`src/rtl/apb_master_n_if.sv`:
```
// Bus bundle for apb_master_n: processor request/response side plus the
// fanned-out APB side. The master modport is the view of the APB master;
// the slave modport is the view of everything around it (processor and
// the N APB slaves).
interface apb_master_n_if #(
    parameter int NUM_SLAVES = 4,
    parameter int SEL_W      = 2,
    parameter int DATA_W     = 8,
    parameter int ADDR_W     = 8
);
    // Processor side
    logic                         start;
    logic                         write;
    logic [SEL_W-1:0]             sel;
    logic [ADDR_W-1:0]            addr;
    logic [DATA_W-1:0]            wdata;
    logic [7:0]                   wait_cycles;
    logic [DATA_W-1:0]            rdata;
    logic                         stable;
    logic                         error;
    logic                         busy;

    // APB side
    logic [NUM_SLAVES-1:0]        psel;
    logic                         penable;
    logic                         pwrite;
    logic [ADDR_W-1:0]            paddr;
    logic [DATA_W-1:0]            pwdata;
    logic [7:0]                   pwait_cycles;
    logic [NUM_SLAVES-1:0]        pready;
    logic [NUM_SLAVES*DATA_W-1:0] prdata;

    modport master (
        input  start, write, sel, addr, wdata, wait_cycles, pready, prdata,
        output rdata, stable, error, busy,
        output psel, penable, pwrite, paddr, pwdata, pwait_cycles
    );

    modport slave (
        output start, write, sel, addr, wdata, wait_cycles, pready, prdata,
        input  rdata, stable, error, busy,
        input  psel, penable, pwrite, paddr, pwdata, pwait_cycles
    );
endinterface

```
`src/rtl/apb_master_n.sv`:
```
// APB master for NUM_SLAVES one-hot selected slaves. Takes one processor
// request at a time, runs SETUP/ACCESS on the selected slave, aborts an
// ACCESS phase that lasts TIMEOUT cycles, rejects out-of-range selects
// without touching the bus, and reports completion with a one-cycle
// stable pulse plus a sticky error status.
module apb_master_n #(
    parameter int NUM_SLAVES = 4,
    parameter int SEL_W      = 2,
    parameter int DATA_W     = 8,
    parameter int ADDR_W     = 8,
    parameter int TIMEOUT    = 16
) (
    input  logic                 clk,
    input  logic                 reset,
    apb_master_n_if.master       bus
);
    // One extra bit so the counter can hold TIMEOUT-1 for any TIMEOUT >= 1.
    localparam int CNT_W = $clog2(TIMEOUT) + 1;

    typedef enum logic [1:0] {
        IDLE   = 2'd0,
        SETUP  = 2'd1,
        ACCESS = 2'd2,
        DONE   = 2'd3
    } state_t;

    state_t              state_q,  state_d;
    logic                write_q,  write_d;
    logic [SEL_W-1:0]    sel_q,    sel_d;
    logic [ADDR_W-1:0]   addr_q,   addr_d;
    logic [DATA_W-1:0]   wdata_q,  wdata_d;
    logic [7:0]          wait_q,   wait_d;
    logic [CNT_W-1:0]    cnt_q,    cnt_d;
    logic [DATA_W-1:0]   rdata_q,  rdata_d;
    logic                error_q,  error_d;

    logic                sel_in_range;
    logic                sel_ready;
    logic [DATA_W-1:0]   sel_rdata;
    logic [NUM_SLAVES-1:0] psel_oh;

    // Out-of-range selects are possible whenever NUM_SLAVES < 2**SEL_W.
    assign sel_in_range = (int'(bus.sel) < NUM_SLAVES);

    // Pick out the addressed slave's ready and read data; other slaves are ignored.
    always_comb begin
        sel_ready = 1'b0;
        sel_rdata = '0;
        for (int i = 0; i < NUM_SLAVES; i++) begin
            if (sel_q == SEL_W'(i)) begin
                sel_ready = bus.pready[i];
                sel_rdata = bus.prdata[i*DATA_W +: DATA_W];
            end
        end
    end

    // Next-state and datapath update for the transfer sequencer.
    always_comb begin
        // NOTE: every _d gets its hold value first, so no branch of the case can infer a latch.
        state_d = state_q;
        write_d = write_q;
        sel_d   = sel_q;
        addr_d  = addr_q;
        wdata_d = wdata_q;
        wait_d  = wait_q;
        cnt_d   = cnt_q;
        rdata_d = rdata_q;
        error_d = error_q;

        case (state_q)
            IDLE: begin
                if (bus.start) begin
                    if (sel_in_range) begin
                        write_d = bus.write;
                        sel_d   = bus.sel;
                        addr_d  = bus.addr;
                        wdata_d = bus.wdata;
                        wait_d  = bus.wait_cycles;
                        state_d = SETUP;
                    end else begin
                        // Bad select: complete immediately with error, bus untouched.
                        error_d = 1'b1;
                        state_d = DONE;
                    end
                end
            end

            SETUP: begin
                cnt_d   = '0;
                state_d = ACCESS;
            end

            ACCESS: begin
                if (sel_ready) begin
                    if (!write_q) begin
                        rdata_d = sel_rdata;
                    end
                    error_d = 1'b0;
                    state_d = DONE;
                end else if (cnt_q == CNT_W'(TIMEOUT - 1)) begin
                    // This was the TIMEOUT-th ACCESS cycle without ready.
                    error_d = 1'b1;
                    state_d = DONE;
                end else if (cnt_q != {CNT_W{1'b1}}) begin
                    cnt_d = cnt_q + 1'b1;
                end
            end

            DONE: begin
                state_d = IDLE;
            end

            default: begin
                state_d = IDLE;
            end
        endcase
    end

    // State and datapath registers with synchronous active-high reset.
    always_ff @(posedge clk) begin
        // NOTE: sequential state uses non-blocking assignments so every flop samples pre-edge values.
        if (reset) begin
            state_q <= IDLE;
            write_q <= 1'b0;
            sel_q   <= '0;
            addr_q  <= '0;
            wdata_q <= '0;
            wait_q  <= '0;
            cnt_q   <= '0;
            rdata_q <= '0;
            error_q <= 1'b0;
        end else begin
            state_q <= state_d;
            write_q <= write_d;
            sel_q   <= sel_d;
            addr_q  <= addr_d;
            wdata_q <= wdata_d;
            wait_q  <= wait_d;
            cnt_q   <= cnt_d;
            rdata_q <= rdata_d;
            error_q <= error_d;
        end
    end

    // One-hot select decode, active only while a slave is being addressed.
    always_comb begin
        psel_oh = '0;
        if (state_q == SETUP || state_q == ACCESS) begin
            for (int i = 0; i < NUM_SLAVES; i++) begin
                psel_oh[i] = (sel_q == SEL_W'(i));
            end
        end
    end

    assign bus.psel         = psel_oh;
    assign bus.penable      = (state_q == ACCESS);
    assign bus.pwrite       = write_q;
    assign bus.paddr        = addr_q;
    assign bus.pwdata       = wdata_q;
    assign bus.pwait_cycles = wait_q;

    assign bus.rdata        = rdata_q;
    assign bus.error        = error_q;
    assign bus.stable       = (state_q == DONE);
    assign bus.busy         = (state_q != IDLE);

endmodule

```
`src/flat_wrapper.sv`:
```
// flat-port wrapper written by rule: the top's interface ports become plain ports
module apb_master_n_flat 
#(
    parameter int NUM_SLAVES = 4,
    parameter int SEL_W      = 2,
    parameter int DATA_W     = 8,
    parameter int ADDR_W     = 8,
    parameter int TIMEOUT    = 16
)
  (clk, reset, bus_start, bus_write, bus_sel, bus_addr, bus_wdata, bus_wait_cycles, bus_pready, bus_prdata, bus_rdata, bus_stable, bus_error, bus_busy, bus_psel, bus_penable, bus_pwrite, bus_paddr, bus_pwdata, bus_pwait_cycles);
  apb_master_n_if #(.NUM_SLAVES(NUM_SLAVES), .SEL_W(SEL_W), .DATA_W(DATA_W), .ADDR_W(ADDR_W)) bus_i ();
  input  logic clk;
  input  logic reset;
  input wire logic [$bits(bus_i.start)-1:0] bus_start;
  input wire logic [$bits(bus_i.write)-1:0] bus_write;
  input wire logic [$bits(bus_i.sel)-1:0] bus_sel;
  input wire logic [$bits(bus_i.addr)-1:0] bus_addr;
  input wire logic [$bits(bus_i.wdata)-1:0] bus_wdata;
  input wire logic [$bits(bus_i.wait_cycles)-1:0] bus_wait_cycles;
  input wire logic [$bits(bus_i.pready)-1:0] bus_pready;
  input wire logic [$bits(bus_i.prdata)-1:0] bus_prdata;
  output wire logic [$bits(bus_i.rdata)-1:0] bus_rdata;
  output wire logic [$bits(bus_i.stable)-1:0] bus_stable;
  output wire logic [$bits(bus_i.error)-1:0] bus_error;
  output wire logic [$bits(bus_i.busy)-1:0] bus_busy;
  output wire logic [$bits(bus_i.psel)-1:0] bus_psel;
  output wire logic [$bits(bus_i.penable)-1:0] bus_penable;
  output wire logic [$bits(bus_i.pwrite)-1:0] bus_pwrite;
  output wire logic [$bits(bus_i.paddr)-1:0] bus_paddr;
  output wire logic [$bits(bus_i.pwdata)-1:0] bus_pwdata;
  output wire logic [$bits(bus_i.pwait_cycles)-1:0] bus_pwait_cycles;
  assign bus_i.start = bus_start;
  assign bus_i.write = bus_write;
  assign bus_i.sel = bus_sel;
  assign bus_i.addr = bus_addr;
  assign bus_i.wdata = bus_wdata;
  assign bus_i.wait_cycles = bus_wait_cycles;
  assign bus_i.pready = bus_pready;
  assign bus_i.prdata = bus_prdata;
  assign bus_rdata = bus_i.rdata;
  assign bus_stable = bus_i.stable;
  assign bus_error = bus_i.error;
  assign bus_busy = bus_i.busy;
  assign bus_psel = bus_i.psel;
  assign bus_penable = bus_i.penable;
  assign bus_pwrite = bus_i.pwrite;
  assign bus_paddr = bus_i.paddr;
  assign bus_pwdata = bus_i.pwdata;
  assign bus_pwait_cycles = bus_i.pwait_cycles;
  apb_master_n #(.NUM_SLAVES(NUM_SLAVES), .SEL_W(SEL_W), .DATA_W(DATA_W), .ADDR_W(ADDR_W), .TIMEOUT(TIMEOUT)) u_core (.clk(clk), .reset(reset), .bus(bus_i));
endmodule
```
`config.mk`:
```
export PLATFORM = sky130hd
export DESIGN_NAME = apb_master_n_flat
export DESIGN_NICKNAME = d
export VERILOG_FILES = /design/src/rtl/apb_master_n_if.sv /design/src/rtl/apb_master_n.sv /design/src/flat_wrapper.sv
export SDC_FILE = /design/constraint.sdc
export NUM_CORES = 1
export LEC_CHECK = 0
export ABC_AREA = 1
export CORE_MARGIN = 2
export CORE_UTILIZATION = 39
export DETAILED_ROUTE_END_ITERATION = 8
export PLACE_DENSITY = 0.78
export SLEW_MARGIN = 20
export SYNTH_ARGS = -nofsm -noshare
export SYNTH_HDL_FRONTEND = slang
export SYNTH_SLANG_ARGS = --single-unit
```
`constraint.sdc`:
```
create_clock -name clk -period 4.5 [get_ports clk]
set_clock_uncertainty 0.05 [all_clocks]
set_input_delay 0.675 -clock clk [delete_from_list [all_inputs] [get_ports clk]]
set_output_delay 0.675 -clock clk [all_outputs]
set_load 0.05 [all_outputs]
```
==> flow_summary.yaml <==
status:
  status: "completed"
cts:
  cts_setup_buffers: 0
  cts_made_buffers: 5
  clkSlewWorstSetupHoldPaths_ns: 0.09
  clock-root-buffer: "clkbuf_8"
  hold_buffers: 0
  cts.path.max_buffers: 2
  ctsResizeCount: 0
  clkSinkCount: 43
  h-tree-depth: 2
  cts_tree: "done"
  worstSkewPairLatency_ns: 0.30
global_routing:
  grt_max_degree: 31
  gr-total-overflow: 0
  grt_pass1_wl_um: 8980
  grtUsageTotal_pct: 18.4
  first_global_vias: 2019
  antenna_found_initial: 0
timing:
  clock.fmax_ghz: 0.343
  period_share_pct: 64.8
  tightest_slew_ns: 0.837
  hold_viol_final: 0
  final.setup.tns_ns: 0
  report.final.slew_viol_count: 0
  rsz0062_at_grt: "no"
  setup_ws_ns: 1.59
  slew_headroom_pct: 44.1
  period_minus_slack_ns: 2.91
  finalSetupViolCount: 0
floorplan:
  io_pins: 107
  dieArea_mm2: 0.00609
  die_w_um: 78.0
  die_height_um: 78.0
  initial_utilization_pct: 41.1
  core_area_mm2: 0.00520
  rows: 26
worst_setup_path:
  required_ns: 3.77
  path_cells: "inv_1, ha_1, inv_1, nor3_1, clkdlybuf4s50_1"
  slowest_stage: "clkdlybuf4s50_1"
  crit_cells: 5
  worstSetupStartpointType: "register"
  critPathArrivalTime_ns: 2.19
  path_buf_inv: 3
  path_delay_family: "buffers and inverters"
  critical_path_class: "reg -> out"
  crit_fanout: 4
  cp-end-kind: "primary output"
  slowest_delay_ns: 0.84
  crit_top_cell: "inv_1"
  reg2reg_depth: 6
route:
  drt-vias-per-instance: 4.76
  ant_nets: 0
  num_vias: 2158
  drt-initial-drc-count: 59
  wire_per_inst_um: 12.4
  dr.pass1.iters: 4
  route.detailed.drc: 0
  drt-total-wl_um: 5620
yosys:
  yosysTopAreaCell: "dfxtp_1"
  ys_warn_count: 0
  synth_area_mm2: 0.00214
  avgSynthCellArea_um2: 7.63
  synthCells: 280
  synth_seq_cells: 43
  ys_top_cells_by_area: "dfxtp_1 40%, nor2_1 10%, o21ai_0 6.8%, nand2_1 6.3%, ha_1 4.7%"
  seq_area_frac_synth_pct: 40.3
  ys_types: 32
  syn_nets: 354
  yosysTopAreaCellShare_pct: 40.3
placed_design:
  port_buffers: 106
  gp_congestion: 0.785
  detailed_place_hpwl_um: 4200
  pre_cts_ws_ns: 1.85
  postPlaceCellArea_mm2: 0.00323
pwr:
  switching_power_uw: 972
  pwr-share-clk_pct: 15.3
  max-vdd-ir-drop_mv: 0.415
  p_per_area_mw_per_mm2: 600
  power_frac_comb_pct: 56.9
  pwr-share-seq_pct: 27.8
  p_int_mw: 1.03
  p_leak_nw: 1.31
  swShare_pct: 48.5
worst_hold_path:
  hold_path_class: "reg -> reg"
  holdPathStages: 2
cells_and_area:
  final_common_cell: "clkdlybuf4s50_1"
  syn2layout_area_growth_pct: 56.4
  area.sequential_um2: 861
  multi_input_area_mm2: 0.00113
  fin_area_mm2: 0.00334
  n_antenna_cell: 0
  nFillCells: 486
  fin_nets: 456
  drive_above_1_share_pct: 11.7
  final_cell_mix: "106 x clkdlybuf4s50_1, 57 x nor2_1, 43 x dfxtp_1, 36 x nand2_1, 29 x o21ai_0"
flow_run:
  drv_cap: 0
## metrics by stage
step	total power [mW]	hold slack, ns	instances	util (%)
global route	2.14	0.445	453	64.2
global placement	1.70	0.410	445	62.0
finish	2.00	0.420	453	64.2
CTS	2.03	0.421	453	64.2
floorplan	1.37	0.412	280	-
detailed placement	1.71	0.407	445	62.0
## flip-flops by register name, indices dropped and copies added, names as in the netlist
| signal | count |
|---|---|
| u_core.cnt_q | 5 |
| u_core.bus.paddr | 8 |
| u_core.state_q | 2 |
| u_core.bus.rdata | 8 |
| u_core.bus.error | 1 |
| u_core.bus.pwait_cycles | 8 |
| u_core.bus.pwdata | 8 |
| u_core.bus.pwrite | 1 |
| u_core.sel_q | 2 |
## power groups by stage
stage / Combinational, mW / Sequential, mW / Clock, mW
5_1_grt: 1.23 / 0.572 / 0.335
3_3_place_gp: 1.14 / 0.563 / 0
2_1_floorplan: 0.546 / 0.822 / 0
4_1_cts: 1.15 / 0.557 / 0.317
3_5_place_dp: 1.14 / 0.566 / 0
6_report: 1.14 / 0.557 / 0.306
## cells by family (layout without fill, tap and decap cells)
group	Yosys count	after routing	share of synthesized area (%)
compound gates	59	59	15.7
xor+xnor	1	1	0.410
fa+ha+maj	8	8	4.68
buf+inv	30	133	6.62
flops	43	43	40.3
simple gates	139	139	32.3
## Yosys cell counts (all sizes together)
cell	count
xor2	1
nor3b	1
nand3	19
nand2	47
nor3	3
clkbuf	9
buf	2
nand4	1
nor2	67
dfxtp	43
o2111ai	3
or2	1
ha	8
a211oi	1
clkinv	1
inv	18
a21oi	19
o21ai	36
## area by class of cell
type | count | area share (%)
inverters | 19 | 2.47
flip-flops and latches | 43 | 25.8
multi-input cells | 207 | 34.0
clock buffers | 5 | 2.06
well taps | 70 | 2.62
clock inverters | 3 | 1.39
repair buffers | 106 | 31.7
## path summary, 6_finish.rpt
| check | startpoint | to | slack, ns |
|---|---|---|---|
| worst max-delay path | u_core.state_q[1] | bus_psel[1] | 1.59 |
| worst min-delay path | u_core.bus.rdata[4] | u_core.bus.rdata[4] | 0.42 |
| worst max register to register | u_core.state_q[0] | u_core.bus.paddr[1] | 2.40 |
| worst min register to register | u_core.bus.rdata[4] | u_core.bus.rdata[4] | 0.42 |
## layer usage
layer  GRT usage [%]  vias up  wire, µm  part of all wire (%)
li1                -     1111         -                     -
met1            21.0      955      2360                    42
met2            30.3       83      2510                    45
met3            9.20        9       672                    12
met4            5.44        0        78                   1.4
met5               0        -         0                     0
## worst reg2reg max path, stage by stage, from the launching register on
cell and delay [ns]:
dfxtp_1 0.37, inv_1 0.10, ha_1 0.22, nand2_1 0.61, inv_2 0.40, nor2_1 0.19
nor2_1 0.06
Note: power is estimated with default switching activity, not from simulation.
